==> src/rtl/scan_capture_pkg.sv <==
// Shared constants for the seven-segment scan capture block and its scan generator:
// glyph table, FSM state encoding and default settle time.
package scan_capture_pkg;

    localparam int SETTLE_DEFAULT = 4;
    localparam int CNT_W          = 8;

    typedef enum logic [1:0] {
        S_IDLE   = 2'd0,
        S_SETTLE = 2'd1,
        S_HOLD   = 2'd2
    } state_e;

    // Active-high segments, bit 6 = a ... bit 0 = g, indexed by hex value.
    localparam logic [6:0] GLYPH [16] = '{
        7'b1111110, 7'b0110000, 7'b1101101, 7'b1111001,
        7'b0110011, 7'b1011011, 7'b1011111, 7'b1110000,
        7'b1111111, 7'b1111011, 7'b1110111, 7'b0011111,
        7'b1001110, 7'b0111101, 7'b1001111, 7'b1000111
    };

    function automatic logic [2:0] low_index(input logic [7:0] a);
        logic [2:0] idx;
        idx = '0;
        for (int i = 0; i < 8; i++) begin
            if (!a[i]) idx = 3'(i);
        end
        return idx;
    endfunction

endpackage

==> src/rtl/scan_capture_seg7_to_hex.sv <==
// Combinational seven-segment glyph to hex decoder; valid is low for any
// pattern that is not one of the sixteen hex glyphs.
module seg7_to_hex
    import scan_capture_pkg::*;
(
    input  logic [6:0] seg,
    output logic [3:0] value,
    output logic       valid
);

    always_comb begin
        value = '0;
        valid = 1'b0;
        for (int g = 0; g < 16; g++) begin
            if (seg == GLYPH[g]) begin
                value = 4'(g);
                valid = 1'b1;
            end
        end
    end

endmodule

==> src/rtl/scan_capture.sv <==
// Captures a multiplexed 8-digit seven-segment display scan into a hex frame,
// waiting for each digit's drive to settle before sampling it.
module scan_capture
    import scan_capture_pkg::*;
#(
    parameter int SETTLE = SETTLE_DEFAULT
) (
    input  logic        clk,
    input  logic        reset,
    input  logic [7:0]  anode,
    input  logic [6:0]  seg_n,
    input  logic        dp_n,
    input  logic        clr,
    output logic [31:0] digits,
    output logic [7:0]  dp,
    output logic        frame_valid,
    output logic        bad_anode,
    output logic        bad_glyph
);

    localparam logic [CNT_W-1:0] SETTLE_CNT = CNT_W'(SETTLE);

    state_e           state_q, state_d;
    logic [CNT_W-1:0] cnt_q, cnt_d;
    logic [15:0]      prev_q, prev_d;
    logic [7:0]       seen_q, seen_d;
    logic [31:0]      shadow_q, shadow_d;
    logic [7:0]       dp_shadow_q, dp_shadow_d;
    logic [31:0]      digits_q, digits_d;
    logic [7:0]       dp_q, dp_d;
    logic             frame_valid_q, frame_valid_d;
    logic             bad_anode_q, bad_anode_d;
    logic             bad_glyph_q, bad_glyph_d;

    logic [15:0] cur;
    logic        one_low, multi_low, enter, capture, set_bad_anode;
    logic [2:0]  idx;
    logic [6:0]  seg_on;
    logic [3:0]  dec_value;
    logic        dec_valid;

    assign cur       = {anode, seg_n, dp_n};
    assign one_low   = $onehot(~anode);
    assign multi_low = (anode != 8'hFF) && !one_low;
    assign idx       = low_index(anode);
    assign seg_on    = ~seg_n;

    seg7_to_hex u_dec (
        .seg   (seg_on),
        .value (dec_value),
        .valid (dec_valid)
    );

    always_comb begin
        state_d       = state_q;
        cnt_d         = cnt_q;
        prev_d        = cur;
        seen_d        = seen_q;
        shadow_d      = shadow_q;
        dp_shadow_d   = dp_shadow_q;
        digits_d      = digits_q;
        dp_d          = dp_q;
        frame_valid_d = 1'b0;
        enter         = 1'b0;
        capture       = 1'b0;
        set_bad_anode = 1'b0;

        case (state_q)
            S_IDLE:   enter = 1'b1;
            S_SETTLE: begin
                if (cur != prev_q) begin
                    enter = 1'b1;
                end else begin
                    cnt_d = (cnt_q >= SETTLE_CNT) ? SETTLE_CNT : cnt_q + 8'd1;
                end
            end
            S_HOLD:   enter = (anode != prev_q[15:8]);
            default:  enter = 1'b1;
        endcase

        // Entry rules shared by IDLE, a disturbed SETTLE and an anode change in HOLD.
        if (enter) begin
            if (one_low) begin
                state_d = S_SETTLE;
                cnt_d   = 8'd1;
            end else begin
                state_d       = S_IDLE;
                cnt_d         = '0;
                set_bad_anode = multi_low;
            end
        end

        capture = (state_d == S_SETTLE) && (cnt_d == SETTLE_CNT);

        if (capture) begin
            state_d                     = S_HOLD;
            shadow_d[{idx, 2'b00} +: 4] = dec_valid ? dec_value : 4'h0;
            dp_shadow_d[idx]            = ~dp_n;
            seen_d                      = seen_q | (8'd1 << idx);
            if (seen_d == 8'hFF) begin
                digits_d      = shadow_d;
                dp_d          = dp_shadow_d;
                frame_valid_d = 1'b1;
                seen_d        = 8'h00;
            end
        end

        bad_anode_d = clr ? 1'b0 : (bad_anode_q | set_bad_anode);
        bad_glyph_d = clr ? 1'b0 : (bad_glyph_q | (capture & ~dec_valid));
    end

    always_ff @(posedge clk or posedge reset) begin
        if (reset) begin
            state_q       <= S_IDLE;
            cnt_q         <= '0;
            prev_q        <= 16'hFFFF;
            seen_q        <= 8'h00;
            shadow_q      <= 32'h0;
            dp_shadow_q   <= 8'h00;
            digits_q      <= 32'h0;
            dp_q          <= 8'h00;
            frame_valid_q <= 1'b0;
            bad_anode_q   <= 1'b0;
            bad_glyph_q   <= 1'b0;
        end else begin
            state_q       <= state_d;
            cnt_q         <= cnt_d;
            prev_q        <= prev_d;
            seen_q        <= seen_d;
            shadow_q      <= shadow_d;
            dp_shadow_q   <= dp_shadow_d;
            digits_q      <= digits_d;
            dp_q          <= dp_d;
            frame_valid_q <= frame_valid_d;
            bad_anode_q   <= bad_anode_d;
            bad_glyph_q   <= bad_glyph_d;
        end
    end

    assign digits      = digits_q;
    assign dp          = dp_q;
    assign frame_valid = frame_valid_q;
    assign bad_anode   = bad_anode_q;
    assign bad_glyph   = bad_glyph_q;

endmodule

==> config.mk <==
export PLATFORM = sky130hd
export DESIGN_NAME = scan_capture
export DESIGN_NICKNAME = d
export VERILOG_FILES = /design/src/rtl/scan_capture_pkg.sv /design/src/rtl/scan_capture_seg7_to_hex.sv /design/src/rtl/scan_capture.sv
export SDC_FILE = /design/constraint.sdc
export NUM_CORES = 1
export LEC_CHECK = 0
export BUFFER_PORTS_ARGS = -buffer_cell sky130_fd_sc_hd__buf_2
export CORE_MARGIN = 4
export CORE_UTILIZATION = 50
export CTS_CLUSTER_SIZE = 8
export DETAILED_ROUTE_END_ITERATION = 8
export HOLD_SLACK_MARGIN = 0.05
export PLACE_DENSITY = 0.72
export SLEW_MARGIN = 10
export SYNTH_ARGS = -nofsm -noshare
export SYNTH_HDL_FRONTEND = slang
export SYNTH_HIERARCHICAL = 1
export SYNTH_SLANG_ARGS = --single-unit
==> constraint.sdc <==
create_clock -name clk -period 3.7 [get_ports clk]
set_input_delay 0.37 -clock clk [delete_from_list [all_inputs] [get_ports clk]]
set_output_delay 0.37 -clock clk [all_outputs]
set_load 0.02 [all_outputs]
==> impl_results.md, run 1 <==
- Mapped Area: about 6400 µm²
- Worst Setup Slack, final: -294 ps
- R2r startpoint: prev_q[4]
- Yosys cell types: between 70 and 80
- Detailed placement HPWL: about 11,000 µm
- Post-synth EDFFs: 0
- CP Max Fanout: 45
- Setup crit end: digits[21]
- Fraction of registers with async set/reset: 100%
- Fin area: just over 8000 µm²
- Die extent in y: about 120 µm
- Ratio of cells with drive above 1 in the final layout: 30.8%
- Syn_nets: 680
- Req. time, crit path: 4000 ps
- Count of pins over their slew limit: 0
- Slew HR: between 40% and 50%
- Final-report hold violation count: 0
- CTS tree: yes
- Worst R2R Path Depth: 8
- Die W: 122 µm
- Synth Instances: about 640
- Fin Setup TNS: -18,540 ps
- Clock skew: between 8 and 9 ps
- Num ports: 62
- Worst-path clk slew: around 50 ps
- Via/cell ratio: 5.78
- Remaining Overflow, GRT: 0
- RSZ-0062 raised after global routing: true
- Global placement routability congestion: just under 0.9
- FMAX: between 200 and 300 MHz
- Least-Margin Pin Slew: 866 ps
- Via count: approximately 5.4k
- Launch point of the worst path: anode[0]
- Root Driver: clkbuf_16
- Layout Utilization: 64.4%
- R2R Setup Slk: 160 ps
- PwrDens: ~450 nW/µm²
- Residual DRC: 0
- Clk sinks: between 100 and 150
- Arrival @ worst endpoint: between 4000 and 5000 ps
- R2R Path End: digits[21]
- Worst-Skew Late Latency: roughly 420 ps
- Starting Density: roughly half
- Most frequent cells in the layout: 101 x dfrtp_1, 71 x nand2_1, 66 x inv_1
- Fraction of the cycle the final worst path needs: 108%
- Fin Hold WS: around 53 ps
- Commonest non-fill, non-tap cell in the layout: dfrtp_1
- Violated checks: negative setup slack
- Status: finished, violations left
- Hold Path Class: in -> async
- Die area: approximately 15,000 µm²
- CTS buffer count: 17
- N_diodes: 0
- Syn Area/Cell: 10.0 µm²
- Global-route wire length before repair: 26,700 µm
- All-Layer GR Usage: 23.2%
- Final setup fails: 91
- CP startpoint kind: input port
- Leakage: 3.89 nW
- # nets final: 781
- Seq/Total Area, Yosys: 45.7%
- Largest net degree at the start of global routing: 66
- Antenna Violating Nets Remaining: 0
- Ys Warns: 6
- Total Routed Length: approximately 16,000 µm
- Floorplan row count: between 40 and 50
- Clock tree buffer depth: 2
- First-iteration detailed-routing DRC count: 469
- Top FF cell, synth: dfrtp_1
- Crit Path Category: in -> reg
- PortBufs: 61
- Placed Instance Area: 7240 µm²
- DR WL/cell: between 15 and 20 µm
- Fillers: between 900 and 1k
- DRT Pass-1 Iters: 7
- Power Total: between 3 and 4 mW
- Worst vdd ir: between 200 and 300 µV
- Initial antenna violation count: 0
- CP Capture Type: register
- Synthesized flop and latch total: ~120
- Number of global-route vias before repair: about 5.4k
- H-tree levels: 4
- Tmin final: between 3000 and 4000 ps
- P&R area growth vs syn: 26.1%
- Core area: about 13,000 µm²
- Total of max-cap violations: 0
-- worst min-delay path by stage --
stage	startpoint	end	slack (ps)	cells past startpoint
finish	reset	digits[3]	50	2
global route	seg_n[3]	prev_q[4]	60	1
CTS	reset	digits[3]	60	2
detailed placement	digits[4]	digits[4]	470	1
global placement	digits[4]	digits[4]	460	1
floorplan	dp_n	prev_q[0]	370	0
-- routing by layer --
| metal | part of all wire [%] | up-vias | wire [µm] | GRT usage (%) |
|---|---|---|---|---|
| li1 | - | 2514 | - | - |
| met1 | 44 | 2656 | 6970 | 30.3 |
| met2 | 49 | 163 | 7780 | 37.3 |
| met3 | 5.5 | 27 | 876 | 5.27 |
| met4 | 2.0 | 0 | 327 | 10.0 |
| met5 | 0 | - | 0 | 0 |
-- through the flow --
| stage | instances | setup slack (ps) |
|---|---|---|
| finish | 928 | -294 |
| global route | 928 | -381 |
| CTS | 926 | -235 |
| detailed placement | 889 | -810 |
| global placement | 889 | -652 |
| floorplan | 642 | -416 |
-- cell families (layout without fill, tap and decap cells) --
| logic type | Yosys count | after routing | synth area share, % |
|---|---|---|---|
| simple gates | 192 | 192 | 16.1 |
| compound gates | 134 | 134 | 14.3 |
| flops | 117 | 117 | 45.7 |
| buf+inv | 102 | 216 | 6.89 |
| mux | 61 | 61 | 10.4 |
| fa+ha+maj | 19 | 19 | 4.16 |
| xor+xnor | 17 | 17 | 2.43 |
-- critical path, cell delays in order --
cell,delay (ps)
buf_6,100
fa_1,530
inv_1,50
fa_1,450
fa_1,510
ha_2,190
inv_2,40
fa_1,460
nand4b_1,170
o41ai_4,130
nand2_1,80
mux2_4,180
o2111ai_4,130
nor4_4,220
buf_12,290
mux2_2,380
-- report_power, final --
part	leakage [nW]	internal, mW	switching [mW]
sequential	1.37	1.31	0.0159
combinational	2.24	0.277	0.420
clock	0.289	1.05	0.568
-- synth_stat cells (all sizes together) (5+ instances only) --
cell type,number,area share [%]
a22o,17,2.3
nor3,6,0.47
nand3,14,1.1
dfrtp,101,39
nor4,20,2.2
mux2i,14,2.2
o22ai,37,3.6
buf,16,1.9
nor2,15,0.87
mux2,47,8.2
or4,6,0.76
o211ai,5,0.58
o21ai,24,1.9
ha,15,2.9
xnor2,17,2.4
clkbuf,18,1.0
and3,6,0.58
nand2b,9,0.87
a21oi,18,1.4
and2,6,0.58
dfstp,16,6.5
nand2,71,4.1
nand4,15,1.6
inv,68,4.0
-- timing repair --
item                                    CTS  global route
hold endpoints to repair                  0             0
endpoints found under the setup margin   91            92
buffers inserted                          3             2
cloned                                    2             0
hold buffers                              0             0
resized for setup                        25             9
pin swaps                                 4             6
-- final cells by class --
class	instances	area [µm²]	area share, %
clock buffers	23	488	6.01
clock inverters	9	100	1.23
inverters	68	258	3.17
multi-input cells	423	3260	40.2
flip-flops and latches	117	2950	36.3
well taps	172	215	2.65
repair buffers	116	852	10.5
-- sequential cells by signal (all words and copies together), names as in the netlist, 2 cells and up --
signal,flops
seen_q,8
cnt_q,8
state_q,2
shadow_q,32
dp_shadow_q,8
digits,32
dp,8
prev_q,16
Note: power is estimated with default switching activity, not from simulation.
==> inputs of run 2 (changes only) <==
- ABC_CLOCK_PERIOD_IN_PS: default -> 3700
- BUFFER_PORTS_ARGS: -buffer_cell sky130_fd_sc_hd__buf_2 -> -buffer_cell sky130_fd_sc_hd__buf_4
- SETUP_SLACK_MARGIN: default -> 0.2
==> impl_results.md, run 2 (synthesis results as in run 1) <==
- Slew HR: between 30% and 40%
- R2R Path End: digits[28]
- CTS Hold Buffers Added: 0
- Req. time, crit path: 4040 ps
- Total Routed Length: ~18,000 µm
- Initial antenna violation count: 0
- Via/cell ratio: roughly 6.0
- # nets final: a little under 800
- Clock tree buffer depth: 2
- Count of pins over their slew limit: 0
- PortBufs: 61
- Fin Hold WS: 81.6 ps
- Die area: about 15,000 µm²
- Critical path cell sequence: buf_8, fa_1, inv_1, fa_1, fa_1, ha_2, inv_2, fa_2, nand2_2, o41ai_4, nand2_1, mux2_4, o211ai_1, buf_4, buf_6, nor4_2, buf_4, o22ai_2
- Final setup fails: slightly above 90
- H-tree levels: 4
- Status: finished, violations left
- Die extent in y: between 100 and 150 µm
- DR WL/cell: 19.2 µm
- Residual DRC: 0
- Final-report hold violation count: 0
- Die W: around 120 µm
- Ratio of cells with drive above 1 in the final layout: a little over a third
- Post-route insts no fill: ~940
- CP Buf/Inv Count: 6
- Hold path cells: 1
- Root Driver: clkbuf_16
- Arrival @ worst endpoint: between 4000 and 5000 ps
- Hold path start: seg_n[5]
- Worst R2R Path Depth: 8
- Floorplan row count: 41
- Remaining Overflow, GRT: 0
- Antenna Violating Nets Remaining: 0
- Tmin final: approximately 4100 ps
- Worst-path clk slew: 50 ps
- R2r startpoint: prev_q[7]
- Number of cells on the critical path: 18
- FMAX: roughly 250 MHz
- Worst Setup Slack, final: -373 ps
- CTS buffer count: 17
- DRT Pass-1 Iters: 5
- First-iteration detailed-routing DRC count: 470
- CP Capture Type: register
- Worst vdd ir: ~330 µV
- R2R Setup Slk: ~180 ps
- Detailed placement HPWL: 11,200 µm
- RSZ-0062 raised after global routing: true
- Cell count after placement: a little under 900
- Leakage: 4.02 nW
- CP startpoint kind: input port
- Least-Margin Pin Slew: 900 ps
- Fillers: about 920
- Starting Density: between 50 and 60%
- Number of global-route vias before repair: about 5.7k
- Most frequent cells in the layout: 107 x buf_4, 101 x dfrtp_1, 70 x nand2_1
- Core area: between 10,000 and 15,000 µm²
- CP Max Fanout: 8
- Fraction of the cycle the final worst path needs: 110%
- All-Layer GR Usage: 24.4%
- Crit Path Category: in -> reg
- Top cell family by delay on the critical path: adder cells
- P&R area growth vs syn: 33.4%
- Global-route wire length before repair: approximately 28,000 µm
- Violated checks: negative setup slack
- Global placement routability congestion: ~0.90
- Total of max-cap violations: 0
- Num ports: slightly above 60
- CP most frequent cell: fa_1
- Clock skew: 7.91 ps
- Clk sinks: roughly 120
- Crit-path slowest cell: fa_2
- N_diodes: 0
- Worst-Skew Late Latency: ~420 ps
- CTS tree: yes
- Commonest non-fill, non-tap cell in the layout: buf_4
- Hold endpoint: prev_q[6]
- Largest net degree at the start of global routing: 74
- Fin Setup TNS: -24,980 ps
- Hold Path Class: in -> reg
- Via count: approximately 5.6k
- PwrDens: 431 nW/µm²
- Critical path's largest stage delay: 540 ps
==> run 2: worst register-to-register path, stage by stage, from the launching register on <==
cell	delay, ps
dfstp_2	520
xnor2_1	120
nand4_1	280
or4_4	580
or3_1	390
a2111o_1	490
nor4_4	420
buf_12	260
mux2_2	370
==> run 2: worst max-delay path by stage <==
stage	startpoint	end
after floorplan	anode[0]	digits[0]
after global placement	anode[0]	digits[2]
after detailed placement	anode[0]	dp[3]
after CTS	anode[0]	shadow_q[15]
after global routing	anode[0]	shadow_q[14]
final	anode[0]	shadow_q[14]
==> run 2: final cells by class <==
type,instances,area [µm²],area share (%)
multi-input cells,423,3480,40.5
flip-flops and latches,117,2950,34.3
repair buffers,128,1140,13.2
clock buffers,25,515,6.00
inverters,68,258,3.00
well taps,172,215,2.50
clock inverters,4,45.0,0.524
==> run 2: what timing repair did <==
| action | CTS | global route |
|---|---|---|
| gates resized for setup | 55 | 33 |
| buffers inserted | 7 | 7 |
| cloned | 3 | 1 |
| setup endpoints to repair | 93 | 93 |
| pin swaps | 17 | 17 |
==> run 2: power breakdown <==
group	internal (mW)	switching [mW]	total, mW
combinational	0.351	0.469	0.820
sequential	1.31	0.0187	1.33
clock	1.01	0.544	1.56
==> run 2: routing by layer <==
layer | global-route usage [%] | routed length (µm) | vias up | share of wire (%)
li1 | - | - | 2523 | -
met3 | 5.87 | 1240 | 55 | 6.9
met5 | 0 | 0 | - | 0
met4 | 10.3 | 529 | 0 | 2.9
met1 | 30.5 | 7290 | 2803 | 40
met2 | 40.6 | 8940 | 266 | 50
==> run 2: per-stage QoR <==
| stage | instance area (µm²) | worst slack [ps] | util (%) | power [mW] |
|---|---|---|---|---|
| after CTS | 8400 | -243 | 66.5 | 3.59 |
| final | 8600 | -373 | 68.1 | 3.71 |
| after global routing | 8600 | -449 | 68.1 | 3.84 |
| after detailed placement | 7400 | -790 | 58.7 | 1.90 |
| after global placement | 7400 | -652 | 58.7 | 1.89 |
| after floorplan | 6540 | -416 | - | 1.73 |
==> inputs of run 3 (changes only) <==
- REMOVE_ABC_BUFFERS: default -> 1
==> impl_results.md, run 3 (synthesis results as in run 1) <==
- Tmin final: roughly 4200 ps
- Final setup fails: slightly above 90
- CTS Hold Buffers Added: 0
- Number of global-route vias before repair: roughly 5.6k
- First-iteration detailed-routing DRC count: ~670
- Power share of the clock group: between 40% and 50%
- Root Driver: clkbuf_16
- # nets final: between 800 and 900
- Core area: 12,600 µm²
- Total of max-cap violations: 0
- All-Layer GR Usage: between 20% and 30%
- Arrival @ worst endpoint: roughly 4500 ps
- Ratio of cells with drive above 1 in the final layout: just under 40%
- DR WL/cell: between 20 and 25 µm
- Violated checks: negative setup slack
- P&R area growth vs syn: 38.7%
- CP startpoint kind: input port
- Placed Instance Area: about 7400 µm²
- Hold Path Class: in -> reg
- Worst-Skew Late Latency: between 400 and 500 ps
- Clock skew: 7.65 ps
- Fraction of the cycle the final worst path needs: 114%
- Worst Setup Slack, final: -516 ps
- Die W: 122 µm
- Hold path cells: 1
- Worst vdd ir: about 410 µV
- Status: finished, violations left
- Detailed placement HPWL: about 11,000 µm
- Slew HR: a little over two fifths
- Req. time, crit path: 3990 ps
- Die area: approximately 15,000 µm²
- Commonest non-fill, non-tap cell in the layout: buf_4
- Via count: approximately 6k
- Fillers: 852
- Switching power: between 1 and 1.5 mW
- Least-Margin Pin Slew: between 800 and 900 ps
- Internal: roughly 2.7 mW
- Worst-path clk slew: 50 ps
- R2R Path End: digits[9]
- Hold endpoint: prev_q[5]
- Die extent in y: 122 µm
- Count of pins over their slew limit: 0
- DRT Pass-1 Iters: 5
- Crit Path Category: in -> reg
- Comb power frac: 20.6%
- Starting Density: just over 50%
- Most frequent cells in the layout: 114 x buf_4, 101 x dfrtp_1, 71 x nand2_1
- Largest net degree at the start of global routing: between 60 and 70
- Floorplan row count: a little over 40
- Met2 Usage GRT: between 40% and 50%
- Met3 GRT Util: approximately 5.3%
- Hold path start: seg_n[4]
- Leakage: between 4 and 5 nW
- Clock tree buffer depth: 2
- Sequential fraction of design power: 34.9%
- Global placement routability congestion: 0.876
- Pre-CTS WS: -928 ps
- Fin area: between 8000 and 9000 µm²
- Layout Utilization: just over 70%
- Final-report hold violation count: 0
- Global-route wire length before repair: 28,200 µm
- Layer with the highest usage: met2
- CTS buffer count: 17
- Sw Share: between 20% and 30%
- FMAX: about 240 MHz
- Worst R2R Path Depth: 10
- Remaining Overflow, GRT: 0
- Total Routed Length: about 20,000 µm
- Via/cell ratio: slightly above 6
- Residual DRC: 0
- CTS tree: yes
- Initial antenna violation count: 0
- Antenna Violating Nets Remaining: 0
- Met1 track utilization from global routing: 31.5%
- CP Max Fanout: 5
- N_diodes: 0
- Sequential cell area: around 2900 µm²
- H-tree levels: 4
- PortBufs: slightly above 60
- Clk sinks: 117
- Num ports: 62
- CP Capture Type: register
- R2R Setup Slk: 250 ps
- PwrDens: approximately 430 nW/µm²
- R2r startpoint: prev_q[6]
- RSZ-0062 raised after global routing: true
- Footprint of the multi-input gates: 3620 µm²
==> run 3: final cells by class <==
cell class	instances	share of cell area (%)
Clock buffer	22	5.42
Clock inverter	9	1.40
Inverter	68	2.88
Multi-Input combinational cell	423	40.5
Sequential cell	117	33.0
Tap cell	172	2.41
Timing Repair Buffer	140	14.4
==> run 3: metal layers <==
layer,vias up,routed length [µm],part of all wire (%)
met3,96,1720,8.6
met4,0,888,4.4
met5,-,0,0
met1,2882,7480,37
met2,359,9910,50
li1,2559,-,-
==> run 3: power groups by stage <==
| stage | registers [mW] | logic (mW) | clock network [mW] |
|---|---|---|---|
| 2_1_floorplan | 1.35 | 0.316 | 0 |
| 3_3_place_gp | 1.35 | 0.526 | 0 |
| 3_5_place_dp | 1.35 | 0.540 | 0 |
| 4_1_cts | 1.33 | 0.651 | 1.71 |
| 5_1_grt | 1.33 | 0.826 | 1.77 |
| 6_report | 1.33 | 0.784 | 1.69 |
==> run 3: timing repair <==
item / in CTS / in global routing
pin swaps: 16 / 14
resized for setup: 67 / 63
endpoints found under the hold margin: 0 / 0
gates cloned: 4 / 4
setup buffers: 9 / 6
endpoints found under the setup margin: 93 / 94
==> run 3: critical path, stage by stage <==
cell,delay (ps)
buf_6,100
fa_1,530
inv_1,50
fa_1,450
fa_1,510
ha_2,190
inv_2,40
fa_1,510
nand2_1,80
o41ai_2,230
buf_4,190
nand2_1,50
mux2_4,300
o2111ai_4,90
nor4_4,80
buf_4,150
buf_8,140
clkbuf_16,160
mux2_1,310
==> run 3: worst max-delay path by stage <==
stage | start | endpoint | slack (ps)
6_report | anode[0] | digits[0] | -520
5_1_grt | anode[0] | digits[11] | -600
4_1_cts | anode[0] | digits[0] | -390
3_5_place_dp | anode[0] | digits[25] | -930
3_3_place_gp | anode[0] | shadow_q[19] | -830
2_1_floorplan | anode[0] | digits[10] | -1810
==> run 3: per-stage QoR <==
step           hold WS, ps  cells  setup TNS [ps]  power, mW
2_1_floorplan          374    608         -113620       1.66
3_3_place_gp           473    897          -69280       1.87
3_5_place_dp           479    897          -76770       1.89
4_1_cts               62.9    941          -27190       3.69
5_1_grt               67.1    951          -42670       3.92
6_report              79.3    951          -35670       3.81
